==> src/rtl/objects_line_fetcher.sv <==
// objects_line_fetcher
//   Read-side client of the 256x32 object ROM. On each line_start strobe the
//   next scanline and all object positions are latched, then one 32-bit row
//   per object (player, enemy, bullet) is fetched into a row buffer. During
//   active video the buffers are serialised against pixel_x to produce
//   registered per-object pixel flags.
//
// Ports
//   clk, reset           : pixel clock, asynchronous active-low reset
//   line_start, next_y   : hblank strobe and the scanline to fetch for
//   pixel_x, video_on    : current column and active-video qualifier
//   player_x/y           : player top-left (player is always enabled)
//   enemy_x/y, enemy_en  : enemy top-left and visibility
//   bullet_x/y, bullet_en: bullet top-left and visibility
//   rom_addr, rom_data   : object ROM interface (data valid one clk after addr)
//   pix_on               : {bullet, enemy, player} pixel flags, registered
//   busy, fetch_done     : fetch in progress / one-cycle completion pulse
module objects_line_fetcher #(
    parameter logic [7:0] PLAYER_BASE = 8'h00,
    parameter logic [7:0] ENEMY_BASE  = 8'h20,
    parameter logic [7:0] BULLET_BASE = 8'h40,
    parameter int         BULLET_ROWS = 7,
    parameter int         SPR_W       = 32
) (
    input  logic             clk,
    input  logic             reset,
    input  logic             line_start,
    input  logic [9:0]       next_y,
    input  logic [9:0]       pixel_x,
    input  logic             video_on,
    input  logic [9:0]       player_x,
    input  logic [9:0]       player_y,
    input  logic [9:0]       enemy_x,
    input  logic [9:0]       enemy_y,
    input  logic             enemy_en,
    input  logic [9:0]       bullet_x,
    input  logic [9:0]       bullet_y,
    input  logic             bullet_en,
    output logic [7:0]       rom_addr,
    input  logic [SPR_W-1:0] rom_data,
    output logic [2:0]       pix_on,
    output logic             busy,
    output logic             fetch_done
);

    typedef enum logic [2:0] {
        IDLE, ADDR_P, DATA_P, ADDR_E, DATA_E, ADDR_B, DATA_B, DONE
    } state_t;

    state_t           state_q, state_d;
    logic [9:0]       y_q, y_d;
    logic [9:0]       px_q, px_d, py_q, py_d;
    logic [9:0]       ex_q, ex_d, ey_q, ey_d;
    logic [9:0]       bx_q, bx_d, by_q, by_d;
    logic             een_q, een_d, ben_q, ben_d;
    logic [SPR_W-1:0] buf_p_q, buf_p_d, buf_e_q, buf_e_d, buf_b_q, buf_b_d;
    logic [7:0]       rom_addr_q, rom_addr_d;
    logic [2:0]       pix_on_q, pix_on_d;
    logic             busy_q, busy_d, fetch_done_q, fetch_done_d;

    // Unsigned 10-bit operands subtracted into an 11-bit two's-complement result.
    function automatic logic [10:0] diff11(input logic [9:0] a, input logic [9:0] b);
        return {1'b0, a} - {1'b0, b};
    endfunction

    function automatic logic in_range(input logic [10:0] row, input logic [10:0] h,
                                      input logic en);
        return en && !row[10] && (row < h);
    endfunction

    // Column hit: the column must fall inside the sprite; bit SPR_W-1 is the leftmost pixel.
    function automatic logic col_hit(input logic [10:0] col, input logic [SPR_W-1:0] row_buf);
        logic [4:0] idx;
        idx = 5'(SPR_W - 1) - col[4:0];
        return (col < 11'(SPR_W)) && row_buf[idx];
    endfunction

    logic [10:0] row_p, row_e, row_b, row_p_new;
    assign row_p     = diff11(y_q, py_q);
    assign row_e     = diff11(y_q, ey_q);
    assign row_b     = diff11(y_q, by_q);
    // The player address is issued in the same edge that latches the inputs,
    // so it is computed straight from the live inputs.
    assign row_p_new = diff11(next_y, player_y);

    // NOTE: every signal assigned here gets a default first, so no path leaves
    // a value unassigned and no latch is inferred.
    always_comb begin
        state_d      = state_q;
        y_d          = y_q;
        px_d         = px_q;
        py_d         = py_q;
        ex_d         = ex_q;
        ey_d         = ey_q;
        bx_d         = bx_q;
        by_d         = by_q;
        een_d        = een_q;
        ben_d        = ben_q;
        buf_p_d      = buf_p_q;
        buf_e_d      = buf_e_q;
        buf_b_d      = buf_b_q;
        rom_addr_d   = rom_addr_q;
        fetch_done_d = 1'b0;

        if (line_start) begin
            // A strobe in any state, including mid-fetch, relatches and restarts.
            y_d        = next_y;
            px_d       = player_x;
            py_d       = player_y;
            ex_d       = enemy_x;
            ey_d       = enemy_y;
            een_d      = enemy_en;
            bx_d       = bullet_x;
            by_d       = bullet_y;
            ben_d      = bullet_en;
            rom_addr_d = PLAYER_BASE + {3'b000, row_p_new[4:0]};
            state_d    = ADDR_P;
        end else begin
            case (state_q)
                IDLE:   state_d = IDLE;
                ADDR_P: state_d = DATA_P;
                DATA_P: begin
                    buf_p_d    = in_range(row_p, 11'(SPR_W), 1'b1) ? rom_data : '0;
                    rom_addr_d = ENEMY_BASE + {3'b000, row_e[4:0]};
                    state_d    = ADDR_E;
                end
                ADDR_E: state_d = DATA_E;
                DATA_E: begin
                    buf_e_d    = in_range(row_e, 11'(SPR_W), een_q) ? rom_data : '0;
                    rom_addr_d = BULLET_BASE + {3'b000, row_b[4:0]};
                    state_d    = ADDR_B;
                end
                ADDR_B: state_d = DATA_B;
                DATA_B: begin
                    buf_b_d      = in_range(row_b, 11'(BULLET_ROWS), ben_q) ? rom_data : '0;
                    fetch_done_d = 1'b1;
                    state_d      = DONE;
                end
                DONE:    state_d = IDLE;
                default: state_d = IDLE;
            endcase
        end

        busy_d   = (state_d != IDLE);
        pix_on_d = {video_on && col_hit(diff11(pixel_x, bx_q), buf_b_q),
                    video_on && col_hit(diff11(pixel_x, ex_q), buf_e_q),
                    video_on && col_hit(diff11(pixel_x, px_q), buf_p_q)};
    end

    // NOTE: sequential state uses non-blocking assignments so every flop
    // samples its _d value from before the edge, independent of statement order.
    always_ff @(posedge clk or negedge reset) begin
        if (!reset) begin
            state_q      <= IDLE;
            y_q          <= '0;
            px_q         <= '0;
            py_q         <= '0;
            ex_q         <= '0;
            ey_q         <= '0;
            bx_q         <= '0;
            by_q         <= '0;
            een_q        <= 1'b0;
            ben_q        <= 1'b0;
            buf_p_q      <= '0;
            buf_e_q      <= '0;
            buf_b_q      <= '0;
            rom_addr_q   <= '0;
            pix_on_q     <= '0;
            busy_q       <= 1'b0;
            fetch_done_q <= 1'b0;
        end else begin
            state_q      <= state_d;
            y_q          <= y_d;
            px_q         <= px_d;
            py_q         <= py_d;
            ex_q         <= ex_d;
            ey_q         <= ey_d;
            bx_q         <= bx_d;
            by_q         <= by_d;
            een_q        <= een_d;
            ben_q        <= ben_d;
            buf_p_q      <= buf_p_d;
            buf_e_q      <= buf_e_d;
            buf_b_q      <= buf_b_d;
            rom_addr_q   <= rom_addr_d;
            pix_on_q     <= pix_on_d;
            busy_q       <= busy_d;
            fetch_done_q <= fetch_done_d;
        end
    end

    assign rom_addr   = rom_addr_q;
    assign pix_on     = pix_on_q;
    assign busy       = busy_q;
    assign fetch_done = fetch_done_q;

endmodule

==> config.mk <==
export PLATFORM = sky130hd
export DESIGN_NAME = objects_line_fetcher
export DESIGN_NICKNAME = d
export VERILOG_FILES = /design/src/rtl/objects_line_fetcher.sv
export SDC_FILE = /design/constraint.sdc
export NUM_CORES = 1
export LEC_CHECK = 0
export ABC_CLOCK_PERIOD_IN_PS = 5000
export BUFFER_PORTS_ARGS = -buffer_cell sky130_fd_sc_hd__buf_2
export CAP_MARGIN = 10
export CORE_MARGIN = 2
export CORE_UTILIZATION = 63
export DETAILED_ROUTE_END_ITERATION = 12
export PLACE_DENSITY = 0.86
export SLEW_MARGIN = 20
export SYNTH_ARGS = -nofsm -noshare
export SYNTH_HDL_FRONTEND = slang
export SYNTH_SLANG_ARGS = --single-unit
==> constraint.sdc <==
create_clock -name clk -period 5 [get_ports clk]
set_input_delay 1.5 -clock clk [delete_from_list [all_inputs] [get_ports clk]]
set_output_delay 1.5 -clock clk [all_outputs]
set_load 0.02 [all_outputs]
==> results of run 1 <==
==> cell type report <==
type | instances | area (µm²)
flip-flops and latches | 183 | 4580
clock buffers | 19 | 433
well taps | 216 | 270
repair buffers | 140 | 769
inverters | 81 | 304
fillers | 1109 | 4230
multi-input cells | 632 | 5130
clock inverters | 12 | 168
==> per-layer routing <==
metal / track usage, % / part of all wire (%) / vias up
met1: 44.8 / 42 / 4038
met4: 10.2 / 2.7 / 0
li1: - / - / 3719
met5: 0 / 0 / -
met2: 49.5 / 47 / 428
met3: 5.44 / 7.9 / 70
==> critical path: cells and delay by family <==
kind | cells | cell delay [ps]
simple gates | 1 | 200
mux | 1 | 390
buf+inv | 3 | 290
xor+xnor | 1 | 370
fa+ha+maj | 2 | 590
compound gates | 4 | 660
==> kinds of logic after synthesis <==
family | Yosys count
flip-flops | 183
XOR/XNOR | 31
other | 1
AND/OR/NAND/NOR | 171
buffers and inverters | 131
adder cells (fa/ha/maj) | 69
AO/OA/AOI/OAI | 304
multiplexers | 56
==> placed cells by master (no fill, tap or decap), types with 18 or more instances in the layout <==
master / instances
o21ai_0: 85
nand2_1: 77
dfrtp_1: 183
mux4_2: 26
ha_1: 63
buf_2: 127
inv_1: 81
a21oi_1: 39
xnor2_1: 18
a32o_1: 64
mux2_2: 18
nor2_1: 41
a22o_1: 33
==> through the flow <==
step	std cells	hold slack, ps
finish	1283	491
global route	1283	511
CTS	1282	496
detailed placement	1251	479
global placement	1251	469
floorplan	946	458
==> registers in the layout, indices dropped and copies added (netlist names) <==
signal,cells
buf_b_q,32
buf_e_q,32
buf_p_q,32
bx_q,10
by_q,10
ex_q,10
ey_q,10
px_q,10
py_q,10
y_q,10
rom_addr,7
pix_on,3
state_q,3
ben_q,1
busy,1
een_q,1
fetch_done,1
==> power groups by stage <==
stage          logic [mW]  clock network [mW]  registers, mW
2_1_floorplan       0.680                   0           1.64
3_3_place_gp        0.949                   0           1.64
3_5_place_dp        0.974                   0           1.64
4_1_cts             0.997                1.39           1.62
5_1_grt              1.12                1.46           1.63
6_report             1.02                1.39           1.62
==> worst max-delay path by stage <==
stage          startpoint                  end  slack, ps
2_1_floorplan  pixel_x[0]  pix_on[2]$_DFF_PN0_       1330
3_3_place_gp   pixel_x[0]  pix_on[0]$_DFF_PN0_       1050
3_5_place_dp   pixel_x[0]  pix_on[0]$_DFF_PN0_        930
4_1_cts        pixel_x[0]  pix_on[0]$_DFF_PN0_       1360
5_1_grt        pixel_x[0]  pix_on[0]$_DFF_PN0_       1250
6_report       pixel_x[0]  pix_on[0]$_DFF_PN0_       1320
==> results.py, run 1 <==
metrics = {
    "pwr": {
        "p_clk_share_pct": 34.5,
        "peakVddDrop_mv": 0.272,
        "p_switching_mw": 1.27,
        "total_power_mw": 4.02,
        "power_leakage_nw": 5.59,
        "combinationalPowerShare_pct": 25.3,
        "p_int_mw": 2.75,
        "p_per_area_mw_per_mm2": 345,
        "power_frac_seq_pct": 40.2,
        "switching_share_pct": 31.5,
    },
    "floorplan": {
        "fp-row-count": 46,
        "coreArea_mm2": 0.0159,
        "start_util_pct": 64.3,
        "ios": 131,
        "dieHeight_um": 131,
        "die_w_um": 131,
        "dieArea_mm2": 0.0173,
    },
    "finish": {
        "finish.net_count": 1242,
        "area_growth_pct": 14.1,
        "fin_area_mm2": 0.0117,
        "finish.utilization_pct": 73.4,
        "layout-drive-gt1-share_pct": 20.8,
        "antenna_cells_inserted": 0,
    },
    "outcome": {
        "status": "complete, no violations",
    },
    "detailed_routing": {
        "wirelength_mm": 26.3,
        "wl_per_cell_um": 20.5,
        "dr.pass1.iters": 6,
        "drc_errors": 0,
        "drtAntennaViolNets": 0,
        "vias": 8255,
        "vias_per_cell": 6.43,
        "drt_iter0_drc": 956,
    },
    "sta": {
        "rsz0062_at_grt": "no",
        "clock-skew-final_ps": 10.3,
        "fin_crit_ps": 3680,
        "period_share_pct": 73.7,
        "fmax_mhz": 272,
        "fin_tns_setup_ps": 0,
        "hold_viol_final": 0,
        "setup_viol": 0,
        "setup_slack_ps": 1320,
        "maxSlewHeadroom_pct": 27.4,
        "worst_slew_pin_slew_ps": 1090,
        "slew_viol_final": 0,
    },
    "synth": {
        "syn_area_per_cell_um2": 10.8,
        "synth_cells": 946,
        "yosys.area_share.simple_pct": 7.95,
        "synth_top_area_share_pct": 44.8,
        "netlist_top_cells_count": "dfrtp_1, o21ai_0, inv_1",
        "yosys_warnings": 0,
        "synth_mux_area_share_pct": 8.89,
        "synth_xor_area_share_pct": 2.66,
        "synth_compound_area_share_pct": 21.5,
        "synth-adder-area-share_pct": 8.89,
        "yosys-top-cells-area": "dfrtp_1, ha_1, a32o_1, mux4_2, o21ai_0",
        "yosysMostFrequentCell": "dfrtp_1",
        "async_flop_share_pct": 100,
        "synth_top_family_by_area": "compound AO/OA/AOI/OAI gates",
        "synth-seq-cells": 183,
        "synth_cell_types": 66,
        "synthesis.nets": 1133,
        "yosysTopAreaCell": "dfrtp_1",
        "synthFlopType": "dfrtp_1",
        "synth_sequential_area_ratio_pct": 44.8,
        "synth_area_mm2": 0.0102,
        "synth_edf_count": 0,
    },
    "hold_path": {
        "holdPathEnd": "buf_e_q[28]$_DFFE_PN0P_",
        "hold_path_class": "register to register",
        "min_path_cells": 1,
        "min_from": "buf_e_q[28]$_DFFE_PN0P_",
    },
    "placed_design": {
        "numPortBuffers": 129,
        "gp_congestion": 0.916,
        "dp_worst_setup_slack_ps": 925,
        "placed_area_mm2": 0.0110,
        "dp_hpwl_mm": 18.5,
    },
    "clock_network": {
        "clk_latency_ps": 440,
        "cts_tree": "yes",
        "cts_hold_buf": 0,
        "clock-sinks": 183,
        "clk_transition_reported_paths_ps": 70,
        "htreeDepth": 4,
        "cts_resized": 0,
        "cts_root_buffer": "clkbuf_16",
        "cts_inserted_buffers": 17,
        "ctsLongestPathBuffers": 2,
        "post-cts-setup-buffer-count": 0,
    },
    "setup_path": {
        "r2r_end": "buf_b_q[27]$_DFFE_PN0P_",
        "cpPeakStageDelay_ps": 400,
        "crit_path_start_kind": "input port",
        "cp_slowest_cell": "fa_1",
        "r2r_start": "y_q[0]$_DFFE_PN0P_",
        "end_kind": "register",
        "worstPathRequired_ps": 5320,
        "path_max_fanout": 4,
        "crit_chain": "buf_2 > inv_1 > ha_1 > inv_1 > fa_1 > a21o_1 > a21oi_1 > xor2_1 > mux2_2 > o221ai_1 > o21ai_0 > and3_1",
        "cp_common_cell": "inv_1",
        "reg2reg_setup_slack_ps": 1880,
        "worstSetupPathType": "input port to register",
        "r2r_cells": 10,
        "arrival_ps": 4000,
    },
    "grt": {
        "grt_pass1_vias": 8172,
        "gr-usage-all-layers_pct": 31.4,
        "grt_first_pass_wirelength_mm": 43.1,
        "grt_max_degree": 122,
        "grt_antenna_before_repair": 0,
        "grt_overflow_total": 0,
    },
    "run": {
        "maxCapViolCount": 0,
    },
}
(Power assumes the default switching activity.)
==> run 2: changes to the inputs <==
ABC_CLOCK_PERIOD_IN_PS = 3400   (was 5000)
CORE_UTILIZATION = 59   (was 63)
PLACE_DENSITY = 0.81   (was 0.86)
clock period = 3.4 ns   (was 5 ns; I/O delays follow)
==> run 2 against run 1 <==
- wire length down 1.1%
- power up 46%
- combinational power up 51%
- clock skew up 3.1 ps
- register-to-register slack worse by 1400 ps
- sequential cell count unchanged
- global-route usage down 2.2 points
- non-clock buffer count up 16
- sequential share of layout area down 0.61 points
- largest power group unchanged
- setup slack worse by 1000 ps
- hold slack about the same
==> results.py, run 2 (synthesis results as in run 1) <==
metrics = {
    "outcome": {
        "status": "complete, no violations",
    },
    "detailed_routing": {
        "wirelength_mm": 26.0,
        "vias": 8281,
        "drc_errors": 0,
        "wl_per_cell_um": 19.9,
        "drt_iter0_drc": 891,
        "vias_per_cell": 6.32,
        "drtAntennaViolNets": 0,
        "dr.pass1.iters": 6,
    },
    "clock_network": {
        "cts_tree": "yes",
        "ctsLongestPathBuffers": 2,
        "cts_hold_buf": 0,
        "cts_resized": 0,
        "post-cts-setup-buffer-count": 0,
        "clk_transition_reported_paths_ps": 70,
        "cts_root_buffer": "clkbuf_16",
        "clock-sinks": 183,
        "htreeDepth": 4,
        "cts_inserted_buffers": 17,
        "clk_latency_ps": 450,
    },
    "floorplan": {
        "die_w_um": 136,
        "dieHeight_um": 136,
        "fp-row-count": 48,
        "ios": 131,
        "dieArea_mm2": 0.0184,
        "coreArea_mm2": 0.0171,
        "start_util_pct": 59.7,
    },
    "sta": {
        "fmax_mhz": 319,
        "fin_crit_ps": 3130,
        "setup_viol": 0,
        "clock-skew-final_ps": 13.4,
        "worst_slew_pin_slew_ps": 667,
        "slew_viol_final": 0,
        "maxSlewHeadroom_pct": 55.5,
        "rsz0062_at_grt": "no",
        "hold_slack_ps": 491,
        "fin_tns_setup_ps": 0,
        "period_share_pct": 92.1,
        "hold_viol_final": 0,
    },
    "pwr": {
        "p_per_area_mw_per_mm2": 497,
        "power_leakage_nw": 5.67,
        "peakVddDrop_mv": 0.399,
        "p_clk_share_pct": 33.4,
        "total_power_mw": 5.89,
        "power_frac_seq_pct": 40.4,
        "switching_share_pct": 33.3,
        "p_int_mw": 3.93,
        "combinationalPowerShare_pct": 26.2,
        "p_switching_mw": 1.96,
    },
    "grt": {
        "grt_max_degree": 72,
        "grt_pass1_vias": 7886,
        "grt_overflow_total": 0,
        "grt_first_pass_wirelength_mm": 41.3,
        "grt_antenna_before_repair": 1,
        "gr-usage-all-layers_pct": 29.1,
    },
    "hold_path": {
        "hold_path_class": "register to register",
        "min_from": "buf_e_q[21]$_DFFE_PN0P_",
        "holdPathEnd": "buf_e_q[21]$_DFFE_PN0P_",
        "min_path_cells": 1,
    },
    "finish": {
        "area_growth_pct": 15.9,
        "finish.net_count": 1258,
        "layout-drive-gt1-share_pct": 22.2,
        "layout_common_cells": "dfrtp_1, buf_2, o21ai_0",
        "largest_registers": "buf_b_q (32), buf_e_q (32), buf_p_q (32)",
        "final_common_cell": "dfrtp_1",
    },
    "setup_path": {
        "worstPathRequired_ps": 3740,
        "reg2reg_setup_slack_ps": 470,
        "arrival_ps": 3470,
        "r2r_cells": 10,
        "worstSetupPathType": "input port to register",
        "r2r_start": "y_q[0]$_DFFE_PN0P_",
        "path_max_fanout": 4,
        "crit_path_start_kind": "input port",
        "end_kind": "register",
        "r2r_end": "buf_b_q[10]$_DFFE_PN0P_",
    },
    "placed_design": {
        "dp_hpwl_mm": 18.8,
        "numPortBuffers": 129,
        "gp_congestion": 0.926,
    },
    "run": {
        "maxCapViolCount": 0,
    },
}
run 2: cell types whose count changed in the layout (fill, tap and decap cells not counted), sizes merged:
cell      previous run  this run
buf                140       156
bufinv               3         0
clkbuf              19        18
clkinvlp             0         2
diode                0         2
inv                 86        89
run 2: final cells by class:
class                   instances  area (µm²)
flip-flops and latches        183        4580
diodes                          2        5.00
inverters                      81         304
clock inverters                14         153
clock buffers                  18         439
well taps                     225         282
fillers                      1276        5280
repair buffers                156         945
multi-input cells             632        5130
run 2: worst max-delay path by stage:
| stage | from | endpoint | slack, ps |
|---|---|---|---|
| 4_1_cts | pixel_x[0] | pix_on[0]$_DFF_PN0_ | 290 |
| 6_report | pixel_x[0] | pix_on[0]$_DFF_PN0_ | 270 |
| 3_5_place_dp | pixel_x[0] | pix_on[0]$_DFF_PN0_ | -130 |
| 5_1_grt | pixel_x[0] | pix_on[0]$_DFF_PN0_ | 110 |
| 3_3_place_gp | pixel_x[0] | pix_on[0]$_DFF_PN0_ | -40 |
| 2_1_floorplan | pixel_x[0] | pix_on[2]$_DFF_PN0_ | 210 |
run 2: per-stage QoR:
step	cell area (µm²)	setup WS, ps	cells	utilization, %
after floorplan	10200	208	946	-
final	11800	269	1311	69.2
after global routing	11800	113	1310	69.2
after global placement	11200	-39.1	1277	65.7
after detailed placement	11200	-125	1277	65.7
after CTS	11800	295	1309	69.1
run 2: critical path, cell delays in order:
cell	delay, ps
buf_2	120
inv_1	130
ha_1	200
inv_1	60
fa_1	420
a21o_1	200
a21oi_1	180
xor2_1	330
mux2_2	370
o221ai_1	150
o21ai_0	100
and3_1	190
run 2: power groups by stage:
stage	logic (mW)	registers, mW	clock network [mW]
after global placement	1.46	2.42	0
after global routing	1.69	2.39	2.08
final	1.54	2.38	1.97
after CTS	1.52	2.38	1.98
after floorplan	1.00	2.41	0
after detailed placement	1.50	2.42	0
run 2: layer usage:
layer	part of all wire, %	global-route usage, %	vias up
met1	43	41.9	4096
met2	47	44.6	387
met3	7.6	5.95	46
met4	2.2	9.66	0
li1	-	-	3752
met5	0	0	-
==> run 3: changes to the inputs <==
CORE_UTILIZATION = 60   (was 59)
CTS_BUF_LIST = sky130_fd_sc_hd__clkbuf_4   (was default)
PLACE_DENSITY = 0.82   (was 0.81)
==> run 3 against run 2 <==
- critical path type is now register to register
- final area is 3.2% lower
- fmax grew 1.9%
- critical path depth did not move
- sequential power hardly changed
- clock-buffer cell count fell by 1
- sequential share of layout area rose by 1.3 points
- die area fell by 1.6%
- highest routed layer unchanged
- power shrank 14%
- hold slack got worse by 93 ps
- via count fell by 0.50%
==> results.py, run 3 (synthesis results as in run 1) <==
metrics = {
    "outcome": {
        "status": "complete, no violations",
    },
    "clock_network": {
        "cts_tree": "yes",
        "htreeDepth": 4,
        "cts_hold_buf": 0,
        "post-cts-setup-buffer-count": 0,
        "ctsLongestPathBuffers": 2,
        "clk_transition_reported_paths_ps": 150,
        "clock-sinks": 183,
        "cts_root_buffer": "clkbuf_4",
        "cts_resized": 0,
        "clk_latency_ps": 600,
        "cts_inserted_buffers": 17,
    },
    "sta": {
        "rsz0062_at_grt": "no",
        "fin_tns_setup_ps": 0,
        "slew_viol_final": 0,
        "clock-skew-final_ps": 19.1,
        "hold_viol_final": 0,
        "fmax_mhz": 325,
        "worst_slew_pin_slew_ps": 820,
        "setup_viol": 0,
        "maxSlewHeadroom_pct": 44.9,
        "period_share_pct": 90.4,
        "fin_crit_ps": 3070,
        "setup_slack_ps": 327,
    },
    "floorplan": {
        "ios": 131,
        "fp-row-count": 47,
        "dieArea_mm2": 0.0181,
        "die_w_um": 135,
        "coreArea_mm2": 0.0166,
        "dieHeight_um": 135,
        "start_util_pct": 61.4,
    },
    "grt": {
        "grt_overflow_total": 0,
        "grt_antenna_before_repair": 2,
        "gr-usage-all-layers_pct": 29.6,
        "grt_first_pass_wirelength_mm": 41.4,
        "grt_max_degree": 69,
        "grt_pass1_vias": 7913,
    },
    "pwr": {
        "switching_share_pct": 34.9,
        "power_leakage_nw": 5.51,
        "power_frac_seq_pct": 47.2,
        "p_switching_mw": 1.76,
        "p_per_area_mw_per_mm2": 440,
        "peakVddDrop_mv": 0.280,
        "combinationalPowerShare_pct": 30.2,
        "p_int_mw": 3.28,
        "p_clk_share_pct": 22.6,
        "total_power_mw": 5.04,
    },
    "detailed_routing": {
        "wl_met2_mm": 11.7,
        "drtAntennaViolNets": 0,
        "wirelength_mm": 26.0,
        "drc_errors": 0,
        "wl_per_cell_um": 19.9,
        "dr.max_layer_used": "met4",
        "vias_per_cell": 6.32,
        "route.met3.wl_mm": 2.03,
        "vias": 8240,
        "dr.pass1.iters": 5,
        "met1_length_mm": 11.4,
        "drt_iter0_drc": 795,
    },
    "finish": {
        "finish.utilization_pct": 68.9,
        "final_common_cell": "dfrtp_1",
        "area_growth_pct": 12.1,
        "finish.net_count": 1256,
        "layout-drive-gt1-share_pct": 22.0,
        "largest_registers": "buf_b_q (32), buf_e_q (32), buf_p_q (32)",
        "layout_common_cells": "dfrtp_1, buf_2, o21ai_0",
    },
    "setup_path": {
        "cpPeakStageDelay_ps": 440,
        "worstSetupPathType": "register to register",
        "cp_top_family": "compound AO/OA/AOI/OAI gates",
        "crit_buf_inv": 3,
        "worstPathRequired_ps": 3930,
        "end_kind": "register",
        "reg2reg_setup_slack_ps": 330,
        "r2r_end": "buf_e_q[29]$_DFFE_PN0P_",
        "cp_slowest_cell": "fa_1",
        "arrival_ps": 3610,
        "r2r_cells": 12,
        "crit_chain": "inv_1 > ha_1 > inv_1 > fa_1 > a211oi_1 > o21bai_1 > a21oi_1 > o21a_1 > a211oi_1 > nor3_4 > buf_4 > a32o_1",
        "r2r_start": "y_q[0]$_DFFE_PN0P_",
        "crit_path_start_kind": "register",
        "path_max_fanout": 32,
    },
    "placed_design": {
        "dp_worst_setup_slack_ps": -92.3,
        "numPortBuffers": 129,
        "dp_hpwl_mm": 19.5,
        "gp_congestion": 0.890,
    },
    "run": {
        "maxCapViolCount": 0,
    },
    "hold_path": {
        "hold_path_class": "input port to asynchronous set/reset pin",
    },
}
## run 3: changes by cell type in the layout (fill, tap and decap cells not counted), sizes merged
| cell | previous run | this run |
|---|---|---|
| buf | 156 | 154 |
| clkinvlp | 2 | 1 |
| clkbuf | 18 | 17 |
| inv | 89 | 84 |
| bufinv | 0 | 1 |
| clkinv | 4 | 10 |
## run 3: power groups by stage
stage / combinational [mW] / clock (mW) / sequential [mW]
4_1_cts: 1.50 / 1.16 / 2.38
2_1_floorplan: 1.00 / 0 / 2.41
3_5_place_dp: 1.49 / 0 / 2.42
6_report: 1.52 / 1.14 / 2.38
5_1_grt: 1.68 / 1.24 / 2.39
3_3_place_gp: 1.45 / 0 / 2.42
## run 3: area by class of cell
| class | instances | area (µm²) |
|---|---|---|
| antenna | 2 | 5.00 |
| clock buffer | 17 | 128 |
| clock inverter | 15 | 130 |
| fill | 1271 | 5180 |
| inverter | 81 | 304 |
| multi-input combinational | 632 | 5130 |
| sequential | 183 | 4580 |
| tap | 220 | 275 |
| timing repair buffer | 154 | 905 |
## run 3: metal layers
layer,up-vias,track usage (%)
met5,-,0
met4,0,11.4
met3,61,5.56
met2,391,43.9
met1,4032,43.6
li1,3756,-
## run 3: how the worst max path moves through the flow
stage                       startpoint                 endpoint  slack [ps]  depth (start not counted)
finish              y_q[0]$_DFFE_PN0P_  buf_e_q[29]$_DFFE_PN0P_         330                         12
global route        y_q[0]$_DFFE_PN0P_  buf_e_q[15]$_DFFE_PN0P_         140                         12
CTS                 y_q[0]$_DFFE_PN0P_  buf_e_q[29]$_DFFE_PN0P_         380                         12
detailed placement          pixel_x[0]      pix_on[0]$_DFF_PN0_         -90                         12
global placement            pixel_x[0]      pix_on[0]$_DFF_PN0_           2                         12
floorplan                   pixel_x[0]      pix_on[2]$_DFF_PN0_         210                         10
## run 3: per-stage QoR
step,std cells,hold WS (ps),cell area (µm²)
after floorplan,946,458,10200
after global placement,1270,471,11200
after detailed placement,1270,480,11200
after CTS,1302,404,11500
after global routing,1304,416,11500
final,1304,398,11500
